**config.mk**
```make
export PLATFORM = sky130hd
export DESIGN_NAME = mbist_march_ctrl_flat
export DESIGN_NICKNAME = d
export VERILOG_FILES = /design/src/rtl/mbist_pkg.sv /design/src/rtl/mbist_march_ctrl_if.sv /design/src/rtl/mbist_cmp.sv /design/src/rtl/mbist_march_ctrl.sv /design/src/flat_wrapper.sv
export SDC_FILE = /design/constraint.sdc
export NUM_CORES = 1
export LEC_CHECK = 0
export CAP_MARGIN = 30
export CORE_ASPECT_RATIO = 0.9
export CORE_MARGIN = 5
export CORE_UTILIZATION = 45
export CTS_CLUSTER_SIZE = 24
export DETAILED_ROUTE_END_ITERATION = 12
export GPL_ROUTABILITY_DRIVEN = 0
export HOLD_SLACK_MARGIN = 0.05
export PLACE_DENSITY = 0.72
export SLEW_MARGIN = 10
export SYNTH_ARGS = -nofsm -noshare
export SYNTH_HDL_FRONTEND = slang
export SYNTH_SLANG_ARGS = --single-unit
```
**constraint.sdc**
```tcl
create_clock -name clk -period 6.5 [get_ports clk]
set_input_delay 1.3 -clock clk [delete_from_list [all_inputs] [get_ports clk]]
set_output_delay 1.3 -clock clk [all_outputs]
set_load 0.05 [all_outputs]
```
**src/rtl/mbist_pkg.sv**
```systemverilog
// Shared types and March C- element table for the memory BIST controller.
// Tables are indexed by element number (bit i describes element Mi).
package mbist_pkg;

    typedef enum logic [1:0] {
        StIdle,
        StRun,
        StDrain,
        StDone
    } state_e;

    localparam int unsigned NumElem = 6;

    // M0 up(w0); M1 up(r0,w1); M2 up(r1,w0); M3 dn(r0,w1); M4 dn(r1,w0); M5 dn(r0)
    localparam logic [7:0] ElemDown   = 8'b0011_1000;
    localparam logic [7:0] ElemTwoOps = 8'b0001_1110;
    localparam logic [7:0] ElemWr0    = 8'b0000_0001;
    localparam logic [7:0] ElemWr1    = 8'b0001_1110;
    localparam logic [7:0] ElemPol0   = 8'b0001_0100;
    localparam logic [7:0] ElemPol1   = 8'b0000_1010;

    localparam logic [1:0] BgSolid   = 2'b00;
    localparam logic [1:0] BgColChk  = 2'b01;
    localparam logic [1:0] BgAddrChk = 2'b10;
    localparam logic [1:0] BgRsvd    = 2'b11;

endpackage

```
**src/rtl/mbist_march_ctrl_if.sv**
```systemverilog
// Memory-side bus between the BIST controller (master) and the memory under test (slave).
interface mbist_march_ctrl_if #(
    parameter int unsigned DATA_WIDTH = 8,
    parameter int unsigned ADDR_WIDTH = 8
) ();
    logic                  write_read;
    logic [ADDR_WIDTH-1:0] address;
    logic [DATA_WIDTH-1:0] wdata;
    logic [DATA_WIDTH-1:0] rdata;

    modport master (
        output write_read,
        output address,
        output wdata,
        input  rdata
    );

    modport slave (
        input  write_read,
        input  address,
        input  wdata,
        output rdata
    );
endinterface

```
**src/rtl/mbist_cmp.sv**
```systemverilog
// Two-stage read-compare pipeline with first-fail capture and a saturating error counter.
module mbist_cmp #(
    parameter int unsigned DATA_WIDTH = 8,
    parameter int unsigned ADDR_WIDTH = 8
) (
    input  logic                  clk,
    input  logic                  rst,
    input  logic                  i_clear,
    input  logic                  i_rd_vld,
    input  logic [DATA_WIDTH-1:0] i_rd_exp,
    input  logic [ADDR_WIDTH-1:0] i_rd_addr,
    input  logic [2:0]            i_rd_elem,
    input  logic [DATA_WIDTH-1:0] i_rdata,
    output logic                  o_fail,
    output logic [ADDR_WIDTH-1:0] o_fail_addr,
    output logic [DATA_WIDTH-1:0] o_fail_data,
    output logic [2:0]            o_fail_elem,
    output logic [7:0]            o_err_count
);
    logic                  r_s1_vld, r_s2_vld;
    logic [DATA_WIDTH-1:0] r_s1_exp, r_s2_exp;
    logic [ADDR_WIDTH-1:0] r_s1_addr, r_s2_addr;
    logic [2:0]            r_s1_elem, r_s2_elem;
    logic                  r_fail;
    logic [ADDR_WIDTH-1:0] r_fail_addr;
    logic [DATA_WIDTH-1:0] r_fail_data;
    logic [2:0]            r_fail_elem;
    logic [7:0]            r_err;
    logic                  w_miss;

    // rdata belongs to the read issued two cycles ago, i.e. the op now in stage 2
    assign w_miss = r_s2_vld && (i_rdata != r_s2_exp);

    always_ff @(posedge clk) begin
        if (rst) begin
            r_s1_vld    <= 1'b0;
            r_s1_exp    <= '0;
            r_s1_addr   <= '0;
            r_s1_elem   <= '0;
            r_s2_vld    <= 1'b0;
            r_s2_exp    <= '0;
            r_s2_addr   <= '0;
            r_s2_elem   <= '0;
            r_fail      <= 1'b0;
            r_fail_addr <= '0;
            r_fail_data <= '0;
            r_fail_elem <= '0;
            r_err       <= '0;
        end else begin
            r_s1_vld  <= i_rd_vld;
            r_s1_exp  <= i_rd_exp;
            r_s1_addr <= i_rd_addr;
            r_s1_elem <= i_rd_elem;
            r_s2_vld  <= r_s1_vld;
            r_s2_exp  <= r_s1_exp;
            r_s2_addr <= r_s1_addr;
            r_s2_elem <= r_s1_elem;
            if (i_clear) begin
                r_fail      <= 1'b0;
                r_fail_addr <= '0;
                r_fail_data <= '0;
                r_fail_elem <= '0;
                r_err       <= '0;
            end else if (w_miss) begin
                if (!r_fail) begin
                    r_fail_addr <= r_s2_addr;
                    r_fail_data <= i_rdata;
                    r_fail_elem <= r_s2_elem;
                end
                r_fail <= 1'b1;
                if (r_err != 8'hFF) begin
                    r_err <= r_err + 8'd1;
                end
            end
        end
    end

    assign o_fail      = r_fail;
    assign o_fail_addr = r_fail_addr;
    assign o_fail_data = r_fail_data;
    assign o_fail_elem = r_fail_elem;
    assign o_err_count = r_err;

endmodule

```
**src/rtl/mbist_march_ctrl.sv**
```systemverilog
// March C- memory BIST controller: walks six March elements over 0..MAX_ADDR, one memory
// op per cycle, and hands every read to mbist_cmp for checking two cycles later.
module mbist_march_ctrl
    import mbist_pkg::*;
#(
    parameter int unsigned DATA_WIDTH = 8,
    parameter int unsigned ADDR_WIDTH = 8,
    parameter int unsigned MAX_ADDR   = 255
) (
    input  logic                  clk,
    input  logic                  rst,
    input  logic                  start,
    input  logic [1:0]            bg_sel,
    mbist_march_ctrl_if.master    mem,
    output logic                  busy,
    output logic                  done,
    output logic                  fail,
    output logic [ADDR_WIDTH-1:0] fail_addr,
    output logic [DATA_WIDTH-1:0] fail_data,
    output logic [2:0]            fail_elem,
    output logic [7:0]            err_count
);
    localparam logic [ADDR_WIDTH-1:0]   LastAddr = ADDR_WIDTH'(MAX_ADDR);
    localparam logic [ADDR_WIDTH-1:0]   AddrOne  = ADDR_WIDTH'(1);
    localparam logic [2:0]              LastElem = 3'(NumElem - 1);
    localparam logic [2*DATA_WIDTH-1:0] Rep55    = {DATA_WIDTH{2'b01}};
    localparam logic [DATA_WIDTH-1:0]   Pat55    = Rep55[DATA_WIDTH-1:0];

    state_e                r_state, w_state_nxt;
    logic [2:0]            r_elem, w_elem_nxt, w_elem_inc;
    logic                  r_slot, w_slot_nxt;
    logic [ADDR_WIDTH-1:0] r_addr, w_addr_nxt;
    logic                  r_drain, w_drain_nxt;
    logic [1:0]            r_bg, w_bg_nxt;
    logic                  w_run, w_down, w_last_slot, w_last_addr, w_last_elem;
    logic                  w_op_wr, w_op_pol, w_nxt_wr, w_nxt_pol;
    logic [DATA_WIDTH-1:0] w_rd_exp;

    function automatic logic [DATA_WIDTH-1:0] bg_pattern(input logic [1:0] bg,
                                                         input logic a_lsb);
        logic [DATA_WIDTH-1:0] p;
        p = '0;
        if (bg == BgColChk) begin
            p = Pat55;
        end else if (bg == BgAddrChk) begin
            p = a_lsb ? ~Pat55 : Pat55;
        end
        return p;
    endfunction

    assign w_run       = (r_state == StRun);
    assign w_elem_inc  = r_elem + 3'd1;
    assign w_down      = ElemDown[r_elem];
    assign w_last_slot = !ElemTwoOps[r_elem] || r_slot;
    assign w_last_addr = w_down ? (r_addr == '0) : (r_addr == LastAddr);
    assign w_last_elem = (r_elem == LastElem);
    assign w_op_wr     = r_slot ? ElemWr1[r_elem] : ElemWr0[r_elem];
    assign w_op_pol    = r_slot ? ElemPol1[r_elem] : ElemPol0[r_elem];

    always_ff @(posedge clk) begin
        if (rst) begin
            r_state <= StIdle;
            r_elem  <= '0;
            r_slot  <= 1'b0;
            r_addr  <= '0;
            r_drain <= 1'b0;
            r_bg    <= '0;
        end else begin
            r_state <= w_state_nxt;
            r_elem  <= w_elem_nxt;
            r_slot  <= w_slot_nxt;
            r_addr  <= w_addr_nxt;
            r_drain <= w_drain_nxt;
            r_bg    <= w_bg_nxt;
        end
    end

    always_comb begin
        w_state_nxt = r_state;
        w_elem_nxt  = r_elem;
        w_slot_nxt  = r_slot;
        w_addr_nxt  = r_addr;
        w_drain_nxt = r_drain;
        w_bg_nxt    = r_bg;
        unique case (r_state)
            StIdle: begin
                if (start) begin
                    w_state_nxt = StRun;
                    w_elem_nxt  = '0;
                    w_slot_nxt  = 1'b0;
                    w_addr_nxt  = '0;
                    w_bg_nxt    = bg_sel;
                end
            end
            StRun: begin
                if (!w_last_slot) begin
                    w_slot_nxt = 1'b1;
                end else begin
                    w_slot_nxt = 1'b0;
                    if (!w_last_addr) begin
                        w_addr_nxt = w_down ? r_addr - AddrOne : r_addr + AddrOne;
                    end else if (!w_last_elem) begin
                        w_elem_nxt = w_elem_inc;
                        w_addr_nxt = ElemDown[w_elem_inc] ? LastAddr : '0;
                    end else begin
                        w_state_nxt = StDrain;
                        w_elem_nxt  = '0;
                        w_addr_nxt  = '0;
                        w_drain_nxt = 1'b0;
                    end
                end
            end
            StDrain: begin
                w_drain_nxt = 1'b1;
                if (r_drain) begin
                    w_state_nxt = StDone;
                    w_drain_nxt = 1'b0;
                end
            end
            StDone: begin
                w_state_nxt = StIdle;
            end
            default: begin
                w_state_nxt = StIdle;
            end
        endcase
    end

    // The memory samples wdata a cycle early, so wdata is derived from the op issued next
    // cycle; this includes the start-accept cycle in IDLE, which precedes the first write.
    assign w_nxt_wr  = (w_state_nxt == StRun) && !rst &&
                       (w_slot_nxt ? ElemWr1[w_elem_nxt] : ElemWr0[w_elem_nxt]);
    assign w_nxt_pol = w_slot_nxt ? ElemPol1[w_elem_nxt] : ElemPol0[w_elem_nxt];

    assign mem.write_read = w_run && w_op_wr;
    assign mem.address    = w_run ? r_addr : '0;
    assign mem.wdata      = w_nxt_wr ?
                            (bg_pattern(w_bg_nxt, w_addr_nxt[0]) ^ {DATA_WIDTH{w_nxt_pol}}) : '0;

    assign busy     = w_run || (r_state == StDrain);
    assign done     = (r_state == StDone);
    assign w_rd_exp = bg_pattern(r_bg, r_addr[0]) ^ {DATA_WIDTH{w_op_pol}};

    mbist_cmp #(
        .DATA_WIDTH (DATA_WIDTH),
        .ADDR_WIDTH (ADDR_WIDTH)
    ) u_cmp (
        .clk         (clk),
        .rst         (rst),
        .i_clear     ((r_state == StIdle) && start),
        .i_rd_vld    (w_run && !w_op_wr),
        .i_rd_exp    (w_rd_exp),
        .i_rd_addr   (r_addr),
        .i_rd_elem   (r_elem),
        .i_rdata     (mem.rdata),
        .o_fail      (fail),
        .o_fail_addr (fail_addr),
        .o_fail_data (fail_data),
        .o_fail_elem (fail_elem),
        .o_err_count (err_count)
    );

endmodule

```
**src/flat_wrapper.sv**
```systemverilog
// flat-port wrapper written by rule: the top's interface ports become plain ports
module mbist_march_ctrl_flat import mbist_pkg::*;
#(
    parameter int unsigned DATA_WIDTH = 8,
    parameter int unsigned ADDR_WIDTH = 8,
    parameter int unsigned MAX_ADDR   = 255
)
  (clk, rst, start, bg_sel, busy, done, fail, fail_addr, fail_data, fail_elem, err_count, mem_write_read, mem_address, mem_wdata, mem_rdata);
  mbist_march_ctrl_if #(.DATA_WIDTH(DATA_WIDTH), .ADDR_WIDTH(ADDR_WIDTH)) mem_i ();
  input  logic clk;
  input  logic rst;
  input  logic start;
  input  logic [1:0] bg_sel;
  output logic busy;
  output logic done;
  output logic fail;
  output logic [ADDR_WIDTH-1:0] fail_addr;
  output logic [DATA_WIDTH-1:0] fail_data;
  output logic [2:0] fail_elem;
  output logic [7:0] err_count;
  output wire logic [$bits(mem_i.write_read)-1:0] mem_write_read;
  output wire logic [$bits(mem_i.address)-1:0] mem_address;
  output wire logic [$bits(mem_i.wdata)-1:0] mem_wdata;
  input wire logic [$bits(mem_i.rdata)-1:0] mem_rdata;
  assign mem_write_read = mem_i.write_read;
  assign mem_address = mem_i.address;
  assign mem_wdata = mem_i.wdata;
  assign mem_i.rdata = mem_rdata;
  mbist_march_ctrl #(.DATA_WIDTH(DATA_WIDTH), .ADDR_WIDTH(ADDR_WIDTH), .MAX_ADDR(MAX_ADDR)) u_core (.clk(clk), .rst(rst), .start(start), .bg_sel(bg_sel), .mem(mem_i), .busy(busy), .done(done), .fail(fail), .fail_addr(fail_addr), .fail_data(fail_data), .fail_elem(fail_elem), .err_count(err_count));
endmodule
```
==> out/metrics.cfg, run 1 <==
[logic_synthesis]
syn_inst = 402
post-synth-top-area-fraction = 0.428
ys_top_cells_by_area = dfxtp_1, mux2i_1, nor2_1
ys.warnings.count = 0
syn_avg_cell_area_um2 = 9.07
async_flop_share = 0
synth_common_cells = dfxtp_1, nor2_1, nor2b_1
yosysTopAreaCell = dfxtp_1
ys_ff_latch = 78
yosysMostFrequentCell = dfxtp_1
synth_nets = 432
synth_cell_types = 53
synth_edf_count = 0
yosysSeqAreaShare = 0.428
synth_area_um2 = 3650
synth_flop_cell = dfxtp_1

[final_layout]
drive_above_1_share = 0.0719
regArea_um2 = 1560
fillers = 712
final_util = 0.560
multi_input_comb_area_um2 = 1930
fin_nets = 484
fin_area_um2 = 4470
antennaDiodeCount = 0
area_delta_synth_final_pct = 22.6

[place]
io_buffers = 59
post-place-ws_ps = 475
place_area_um2 = 4270
dp_hpwl_mm = 5.60

[floorplanning]
design.core.area_um2 = 7990
rows = 31
initial_utilization = 0.456
dieArea_um2 = 10000
io_pins = 60
die_w_um = 105
die_height_um = 95.4

[pwr]
p_switching_uw = 366
p_per_area_nw_per_um2 = 249
comb_power_share = 0.223
switching_share = 0.329
pwr-share-seq = 0.451
p_clk_frac = 0.326
peakVddDrop_mv = 0.109
leakagePower_uw = 0.00168
cellInternalPower_uw = 746

[grt]
grtUsageTotal = 0.159
overflow = 0
grt_pass1_vias = 2778
grt_pass1_wl_mm = 13.0
antenna_found_initial = 0
grt_start_max_net_pins = 41

[clocking]
clk_latency_ps = 350
cts_inserted_buffers = 9
root_buffer = clkbuf_8
post_cts_buffers = 0
cts_sinks = 78
cts_hold_buf = 0
ctsResizeCount = 0
cts_tree = done
clock_path_buffers = 2
clk_pin_slew_ps = 80
cts.htree.levels = 3

[flow_run]
max_cap_viol_count = 0

[sta]
hold_slack_ps = 442
fin_setup_tns_ps = 0
fin_ws_ps = 431
fmax_ghz = 0.165
finalCriticalPeriod_ps = 6070
worst_pin_slew_ps = 594
maxSlewHeadroom = 0.604
slew_violations = 0
rsz0062_at_grt = false
finalCritPeriodShare = 0.934
hold_violations = 0
finClkSkew_ps = 11.9
setup_viol = 0

[worst_setup_path]
crit_chain = clkdlybuf4s50_1 > nand2_1 > o21a_1 > a211oi_2 > o21ai_2 > a211oi_2 > ha_1 > mux2i_1 > nor3b_2 > o21ai_0 > mux2i_1 > clkdlybuf4s50_1
required_ps = 5200
path_class = input pin to output pin
path_depth = 12
r2r_slack_ps = 3880
cp-startpoint = start
cp_slowest_cell = clkdlybuf4s50_1
start_kind = input pin
crit_family = buffers and inverters
cp-endpoint = mem_wdata[5]
reg2regPathDepth = 9
cp.arrival_ps = 4770
crit_path_max_fanout = 8
slowest_delay_ps = 860
path_buf_inv = 2
endpoint_kind = output pin
r2r_start = u_core.r_state[1]$_SDFF_PP0_

[detailed_routing]
vias = 2941
wire_per_inst_um = 13.8
drc = 0
viasPerCell = 5.27
ant_nets = 0
drt_iter0_drc = 184
wirelength_mm = 7.70
first_pass_iters = 5

[min_path]
min_from = u_core.u_cmp.r_s1_addr[7]$_SDFF_PP0_
min_path_cells = 1
hp-class = register to register

[status]
status = complete, no violations

## cell families after synthesis
kind of cell / Yosys count / synth area share
xor+xnor: 13 / 0.0312
flops: 78 / 0.428
mux: 29 / 0.0796
buf+inv: 34 / 0.0446
compound gates: 72 / 0.132
fa+ha+maj: 17 / 0.0604
simple gates: 159 / 0.224
## cells in the final DEF (no fill, tap or decap), drive strengths merged, types with 2 or more instances in the layout
| cell | netlist | final |
|---|---|---|
| and4 | 3 | 3 |
| mux2i | 29 | 29 |
| inv | 12 | 13 |
| nor2 | 55 | 55 |
| o21ai | 20 | 20 |
| clkbuf | 11 | 10 |
| a21oi | 18 | 18 |
| a21o | 5 | 5 |
| clkinvlp | 0 | 2 |
| a22oi | 3 | 3 |
| o31ai | 2 | 2 |
| nor2b | 32 | 32 |
| o21a | 3 | 3 |
| xor2 | 3 | 3 |
| o21bai | 4 | 4 |
| a211oi | 6 | 6 |
| nand3 | 9 | 9 |
| buf | 10 | 7 |
| nor3 | 3 | 3 |
| nand4 | 5 | 5 |
| nand2 | 25 | 25 |
| nand2b | 4 | 4 |
| ha | 16 | 16 |
| or4 | 4 | 4 |
| clkdlybuf4s50 | 0 | 55 |
| and2 | 9 | 9 |
| o211ai | 2 | 2 |
| or3 | 3 | 3 |
| clkinv | 1 | 3 |
| nor3b | 3 | 3 |
| dfxtp | 78 | 78 |
| xnor2 | 10 | 10 |
## flip-flops by register name (all words and copies together) (netlist names), 2 cells and up, named ones only
signal,cells
u_core.u_cmp.r_s1_exp,2
u_core.r_addr,8
u_core.r_bg,2
u_core.u_cmp.o_fail_data,8
u_core.u_cmp.r_s1_elem,3
u_core.u_cmp.r_s2_elem,3
u_core.u_cmp.o_fail_addr,8
u_core.r_state,2
u_core.u_cmp.r_s2_exp,2
u_core.r_elem,3
u_core.u_cmp.o_fail_elem,3
u_core.u_cmp.o_err_count,8
u_core.u_cmp.r_s1_addr,8
u_core.u_cmp.r_s2_addr,8
## worst reg2reg max path, cell delays in order (launching register included)
cell and delay [ps]:
dfxtp_1 360, inv_1 120, ha_1 550, inv_1 240, o21a_1 300, a211oi_2 250, o21ai_2 130, clkinv_2 120
xnor2_1 150, nor3b_1 290
## layer usage
layer,wire [um],vias to the layer above,global-route usage,part of all wire
met5,0,-,0,0
met3,556,25,0.0447,0.072
met4,207,0,0.0735,0.027
li1,-,1485,-,-
met1,3390,1324,0.198,0.44
met2,3550,107,0.257,0.46
## worst min path at each step
stage	endpoint	slack, ps
2_1_floorplan	u_core.u_cmp.r_s2_addr[0]$_SDFF_PP0_	410
3_3_place_gp	u_core.u_cmp.r_s2_elem[0]$_SDFF_PP0_	420
3_5_place_dp	u_core.u_cmp.r_s2_addr[7]$_SDFF_PP0_	420
4_1_cts	u_core.u_cmp.r_s2_addr[7]$_SDFF_PP0_	440
5_1_grt	u_core.u_cmp.r_s2_addr[4]$_SDFF_PP0_	460
6_report	u_core.u_cmp.r_s2_addr[7]$_SDFF_PP0_	440
## final cells by class
cell class	count	area share
clock buffer	10	0.0285
clock inverter	6	0.0160
inverter	13	0.0112
multi-input combinational	290	0.431
sequential	78	0.349
tap	99	0.0277
timing repair buffer	62	0.137
## power by group through the flow
stage	Clock [uW]	Sequential (uW)	Combinational (uW)
2_1_floorplan	0	508	188
3_3_place_gp	0	512	241
3_5_place_dp	0	513	246
4_1_cts	374	502	248
5_1_grt	395	503	269
6_report	362	502	248
## through the flow
| stage | power, uW | instances |
|---|---|---|
| final | 1110 | 558 |
| after global routing | 1170 | 558 |
| after CTS | 1120 | 558 |
| after detailed placement | 759 | 542 |
| after global placement | 753 | 541 |
| after floorplan | 696 | 402 |
No activity file was read; power rests on OpenSTA's default activity.
==> inputs of run 2 (changes only) <==
--- a/config.mk
+++ b/config.mk
@@ -13,8 +13,9 @@
 export DETAILED_ROUTE_END_ITERATION = 12
 export GPL_ROUTABILITY_DRIVEN = 0
 export HOLD_SLACK_MARGIN = 0.05
-export PLACE_DENSITY = 0.72
-export SLEW_MARGIN = 10
+export PLACE_DENSITY = 0.71
+export SLEW_MARGIN = 20
 export SYNTH_ARGS = -nofsm -noshare
 export SYNTH_HDL_FRONTEND = slang
+export SYNTH_HIERARCHICAL = 1
 export SYNTH_SLANG_ARGS = --single-unit
==> run 2 against run 1 <==
Net effect: non-clock buffer count unchanged; combinational power fell by 59%; largest power group unchanged; clock skew grew 4.4 ps.
==> out/metrics.cfg, run 2 <==
[status]
status = complete, no violations

[sta]
worst_pin_slew_ps = 784
fin_setup_tns_ps = 0
finalCriticalPeriod_ps = 5680
rsz0062_at_grt = false
hold_violations = 0
fmax_ghz = 0.176
setup_viol = 0
finalCritPeriodShare = 0.874
hold_slack_ps = 430
finClkSkew_ps = 16.2
maxSlewHeadroom = 0.478
fin_ws_ps = 816
slew_violations = 0

[logic_synthesis]
syn_avg_cell_area_um2 = 9.00
async_flop_share = 0
synth_cell_types = 61
yosysSeqAreaShare = 0.440
synth_flop_cell = dfxtp_1
ys_top_cells_by_area = dfxtp_1, nor2b_1, ha_1
post-synth-top-area-fraction = 0.440
synth_edf_count = 0
ys_ff_latch = 90
yosysMostFrequentCell = dfxtp_1
syn_inst = 455
synth_area_um2 = 4100
synth_nets = 485
ys.warnings.count = 6
synth_common_cells = dfxtp_1, nor2b_1, nand2_1
yosysTopAreaCell = dfxtp_1

[detailed_routing]
vias = 3133
wirelength_mm = 8.00
drc = 0
ant_nets = 0
first_pass_iters = 4
drt_iter0_drc = 106
viasPerCell = 4.98
wire_per_inst_um = 12.7

[place]
post-place-ws_ps = 826
dpl.cell_count = 613
dp_hpwl_mm = 5.90
place_area_um2 = 4730
io_buffers = 59

[pwr]
peakVddDrop_mv = 0.0925
p_per_area_nw_per_um2 = 208
leakagePower_uw = 0.00186

[grt]
grtUsageTotal = 0.148
grt_pass1_wl_mm = 13.8
overflow = 0
antenna_found_initial = 0
grt_start_max_net_pins = 64
grt_pass1_vias = 2936

[clocking]
ctsResizeCount = 0
cts_inserted_buffers = 9
cts.htree.levels = 3
cts_sinks = 90
clock_path_buffers = 2
root_buffer = clkbuf_8
clk_pin_slew_ps = 90
clk_latency_ps = 350
cts_hold_buf = 0
post_cts_buffers = 0
cts_tree = done

[final_layout]
fin_area_um2 = 4920
multi_input_comb_area_um2 = 2110
area_delta_synth_final_pct = 20.2
fillers = 860
mostFrequentLayoutCells = dfxtp_1, clkdlybuf4s50_1, nor2b_1
fin_nets = 532
drive_above_1_share = 0.0789
antennaDiodeCount = 0
final_common_cell = dfxtp_1
regArea_um2 = 1800
stdcell_count = 629

[floorplanning]
dieArea_um2 = 11100
io_pins = 60
die_height_um = 101
die_w_um = 111
design.core.area_um2 = 9000
initial_utilization = 0.455
rows = 33

[worst_setup_path]
crit_path_max_fanout = 7
path_class = input pin to output pin
cp.arrival_ps = 4380
slowest_delay_ps = 850
r2r_slack_ps = 3850
r2r_start = u_core/r_state[1]$_SDFF_PP0_
crit_chain = clkdlybuf4s50_1 > mux2i_1 > a211oi_2 > o21ai_2 > clkinv_2 > ha_1 > mux2_2 > nand3_1 > nor2_1 > clkdlybuf4s50_1
crit_top_cell = clkdlybuf4s50_1
required_ps = 5200
cp_slowest_cell = clkdlybuf4s50_1
path_buf_inv = 3
endpoint_kind = output pin
start_kind = input pin
crit_family = buffers and inverters
reg2regPathDepth = 8

[min_path]
hold_end = u_core/u_cmp/r_s2_addr[2]$_SDFF_PP0_
min_from = u_core/u_cmp/r_s1_addr[2]$_SDFF_PP0_
hp-class = register to register
min_path_cells = 1

[flow_run]
max_cap_viol_count = 0

==> run 2: metrics by stage <==
stage | power [uW] | utilization
after global placement | 674 | 0.524
final | 1030 | 0.547
after floorplan | 649 | -
after CTS | 1040 | 0.547
after detailed placement | 677 | 0.526
after global routing | 1080 | 0.547
==> run 2: area by class of cell <==
| type | instances | area share |
|---|---|---|
| multi-input combinational | 325 | 0.428 |
| inverter | 14 | 0.0109 |
| tap | 122 | 0.0310 |
| clock buffer | 9 | 0.0252 |
| clock inverter | 7 | 0.0135 |
| timing repair buffer | 62 | 0.125 |
| sequential | 90 | 0.366 |
==> run 2: worst max path at each step <==
| stage | from | to | slack, ps | cells past startpoint |
|---|---|---|---|---|
| finish | start | mem_wdata[4] | 820 | 10 |
| global placement | start | mem_wdata[0] | 960 | 10 |
| global route | start | mem_wdata[5] | 570 | 10 |
| detailed placement | start | mem_wdata[4] | 830 | 10 |
| CTS | start | mem_wdata[4] | 820 | 10 |
| floorplan | start | mem_wdata[2] | 1520 | 9 |
==> run 2: metal layers <==
| metal | track usage | routed length [um] | part of all wire |
|---|---|---|---|
| met3 | 0.0492 | 366 | 0.046 |
| met5 | 0 | 0 | 0 |
| met1 | 0.184 | 3760 | 0.47 |
| met2 | 0.247 | 3790 | 0.47 |
| met4 | 0.0445 | 87 | 0.011 |
==> run 2: kinds of logic after synthesis <==
kind of cell / after synthesis / synth area share
flip-flops: 90 / 0.440
AND/OR/NAND/NOR: 184 / 0.235
XOR/XNOR: 19 / 0.0406
AO/OA/AOI/OAI: 89 / 0.145
adder cells (fa/ha/maj): 17 / 0.0538
multiplexers: 16 / 0.0397
buffers and inverters: 40 / 0.0464
==> run 2: report_power, final <==
| part | total (uW) | internal, uW | switching (uW) |
|---|---|---|---|
| Combinational | 101 | 35.3 | 65.6 |
| Clock | 362 | 150 | 213 |
| Sequential | 563 | 558 | 5.34 |
| Total | 1030 | 742 | 283 |
==> RTL change (flow settings as in run 2) <==
Add an input register stage for `start` and `bg_sel`, cleared by the reset; this delays them by one clock. The other inputs are not delayed to match. Comments in the files are not updated.
--- a/src/rtl/mbist_march_ctrl.sv
+++ b/src/rtl/mbist_march_ctrl.sv
@@ -25,6 +25,19 @@
     localparam logic [2:0]              LastElem = 3'(NumElem - 1);
     localparam logic [2*DATA_WIDTH-1:0] Rep55    = {DATA_WIDTH{2'b01}};
     localparam logic [DATA_WIDTH-1:0]   Pat55    = Rep55[DATA_WIDTH-1:0];
+
+    logic start_q;
+    logic [1:0] bg_sel_q;
+
+    always_ff @(posedge clk) begin
+        if (rst) begin
+            start_q  <= '0;
+            bg_sel_q <= '0;
+        end else begin
+            start_q  <= start;
+            bg_sel_q <= bg_sel;
+        end
+    end
 
     state_e                r_state, w_state_nxt;
     logic [2:0]            r_elem, w_elem_nxt, w_elem_inc;
@@ -84,12 +97,12 @@
         w_bg_nxt    = r_bg;
         unique case (r_state)
             StIdle: begin
-                if (start) begin
+                if (start_q) begin
                     w_state_nxt = StRun;
                     w_elem_nxt  = '0;
                     w_slot_nxt  = 1'b0;
                     w_addr_nxt  = '0;
-                    w_bg_nxt    = bg_sel;
+                    w_bg_nxt    = bg_sel_q;
                 end
             end
             StRun: begin
@@ -147,7 +160,7 @@
     ) u_cmp (
         .clk         (clk),
         .rst         (rst),
-        .i_clear     ((r_state == StIdle) && start),
+        .i_clear     ((r_state == StIdle) && start_q),
         .i_rd_vld    (w_run && !w_op_wr),
         .i_rd_exp    (w_rd_exp),
         .i_rd_addr   (r_addr),
Behaviour: not the same (a bounded check fails within 4 cycles, from zero or initial values and one cycle with rst high).
==> RTL change against run 2 <==
Highest routed layer unchanged; largest cell class unchanged; non-clock buffer count is the same; sequential cell count grew 3; design area grew 2.3%; global-route usage grew 0.41 points; synthesized area grew 2.4%; routed wire length grew 6.4%; power grew 1.6%; critical endpoint is now mem_wdata[5]; synthesized cell count grew 3.1%; setup slack lost 0.17 ns.
==> RTL change: results (changes against run 2) <==
[outcome]
run_status=finished, final reports clean

[timing]
max-slew-margin-rel=0.5569  ; +0.07938
finalClockSkew_ns=0.01175  ; -0.004486 ns

[logic_synthesis]
synth-main-ff-cell=sky130_fd_sc_hd__dfxtp_1
mappedNetlistNets=499  ; +2.9%
muxShareOfSynthArea=0.03373  ; -0.005988
synth_common_cells=sky130_fd_sc_hd__dfxtp_1 (93), sky130_fd_sc_hd__nand2_1 (47), sky130_fd_sc_hd__nor2b_1 (47)
ys_warn_count=6  ; unchanged
yosys.cell_types.count=60  ; -1.6%
synth_compound_gate_area_share=0.1600  ; +0.01548
synthAdderAreaFrac=0.05254  ; -0.001236
share_of_synthesized_registers_carrying_an_async_set_or_reset=0  ; unchanged
post_synth_xor_area_fraction=0.02925  ; -0.01138
synth.area.top_cells=sky130_fd_sc_hd__dfxtp_1 (44%), sky130_fd_sc_hd__nor2b_1 (7.0%), sky130_fd_sc_hd__ha_1 (4.8%), sky130_fd_sc_hd__nand2_1 (4.2%), sky130_fd_sc_hd__nor2_1 (3.1%)
synth.yosys.seq_area_share=0.4442  ; +0.004216

[grt]
track_usage=0.1522  ; +0.004101
groute.layer.met3.usage=0.04600  ; -0.003222
global_route.usage.met1=0.1968  ; +0.01319
antenna_violations_before_repair=0  ; unchanged
grt_max_degree=68  ; +6.3%
grtUsageMet2=0.2452  ; -0.002040
number_of_global_route_vias_before_repair=3098  ; +5.5%
wire_length_of_the_first_global_routing_pass_um=14360  ; +4.1%

[clock_tree]
cts-htree-levels=3  ; unchanged
worst_setup_hold_path_clk_slew_ns=0.10
cts-resized-gates=0  ; unchanged
ctsRootBufferMaster=sky130_fd_sc_hd__clkbuf_8
clock_insertion_delay_worst_skew_ns=0.36
cts_inserted_buffers=9  ; unchanged
clockBufferDepth=2  ; unchanged
cts_setup_buffers=0  ; unchanged

[setup_path]
timing.reg2reg.worst_path_depth=7  ; -1
longest_individual_stage_delay_on_the_worst_path_ns=0.88  ; +0.03 ns
worst_ep_arrival_time_ns=4.56  ; +0.18 ns
timing.critical_path.max_delay_family=compound AO/OA/AOI/OAI gates
timing.critical_path.slowest_stage_cell=sky130_fd_sc_hd__clkdlybuf4s50_1
crit_path_max_fanout=20  ; +13

[power]
static-leakage-power_nw=1.892  ; +1.7%
vdd_ir_drop_max_mv=0.1144  ; +24%

[place]
place.port_buffers=59  ; unchanged
hpwl_um=6085  ; +3.1%

[finish]
finish.net_count=549  ; +3.2%
n_antenna_cell=0  ; unchanged
layout-drive-gt1-share=0.06870  ; -0.01019
layout.filler_cells=831  ; -3.4%

[routing]
num_vias=3368  ; +7.5%
first_pass_detailed_route_iteration_total=6  ; +2
drt_iter0_markers=203  ; +92%
detail_route.wirelength_um=8515  ; +6.4%

[worst_hold_path]
holdCritPathClass=flop to flop
timing.hold.worst_path_depth=1  ; unchanged

## RTL change: changes by cell type after synthesis, moves of 3 or more
cell / delta
sky130_fd_sc_hd__xnor2_1: -3
sky130_fd_sc_hd__o211ai_1: +3
sky130_fd_sc_hd__a21oi_1: +7
sky130_fd_sc_hd__nand2b_1: +3
sky130_fd_sc_hd__nor3b_1: -3
sky130_fd_sc_hd__or3_1: +3
sky130_fd_sc_hd__dfxtp_1: +3
sky130_fd_sc_hd__nand2_1: +6
## RTL change: metrics by stage
stage                     total power, mW  std cells  setup WS (ns)  hold slack, ns  area [um^2]
final                               1.042        646         0.6445          0.4295         5039
after global routing                1.090        646         0.2039          0.4484         5039
after CTS                           1.055        645         0.6398          0.4326         5027
after detailed placement           0.6847        629          1.036          0.4220         4835
after global placement             0.6828        629          1.331          0.4230         4835
after floorplan                    0.6568        469          1.586          0.4138         4192
## RTL change: final timing paths
kind / start / to / slack [ns]
max: u_core/r_state[1]$_SDFF_PP0_ / mem_wdata[5] / 0.64
min: u_core/u_cmp/r_s1_exp[0]$_SDFF_PP0_ / u_core/u_cmp/r_s2_exp[0]$_SDFF_PP0_ / 0.43
max reg2reg: u_core/r_state[1]$_SDFF_PP0_ / u_core/r_addr[0]$_SDFF_PP0_ / 3.81
min reg2reg: u_core/u_cmp/r_s1_exp[0]$_SDFF_PP0_ / u_core/u_cmp/r_s2_exp[0]$_SDFF_PP0_ / 0.43
## RTL change: cell type report
class                           count  share of cell area
Clock buffer                       10             0.02732
Tap cell                          122             0.03030
Multi-Input combinational cell    336              0.4279
Sequential cell                    93              0.3695
Clock inverter                      6             0.01093
Timing Repair Buffer               62              0.1214
Inverter                           17             0.01266
## RTL change: logic make-up (layout without fill, tap and decap cells)
family,count (synthesis),after routing
xor+xnor,14,14
buf+inv,40,95
simple gates,191,191
fa+ha+maj,17,17
flops,93,93
compound gates,100,100
mux,14,14
## RTL change: where the power goes
group | total (mW) | internal (mW) | switching [mW]
clock | 0.369 | 0.157 | 0.213
combinational | 0.0923 | 0.0310 | 0.0613
sequential | 0.580 | 0.575 | 0.00560
total | 1.04 | 0.763 | 0.280
## RTL change: routing by layer
layer / wire, um / vias to the layer above
li1: - / 1721
met1: 3957 / 1558
met2: 3976 / 83
met3: 521 / 6
met4: 60 / 0
met5: 0 / -
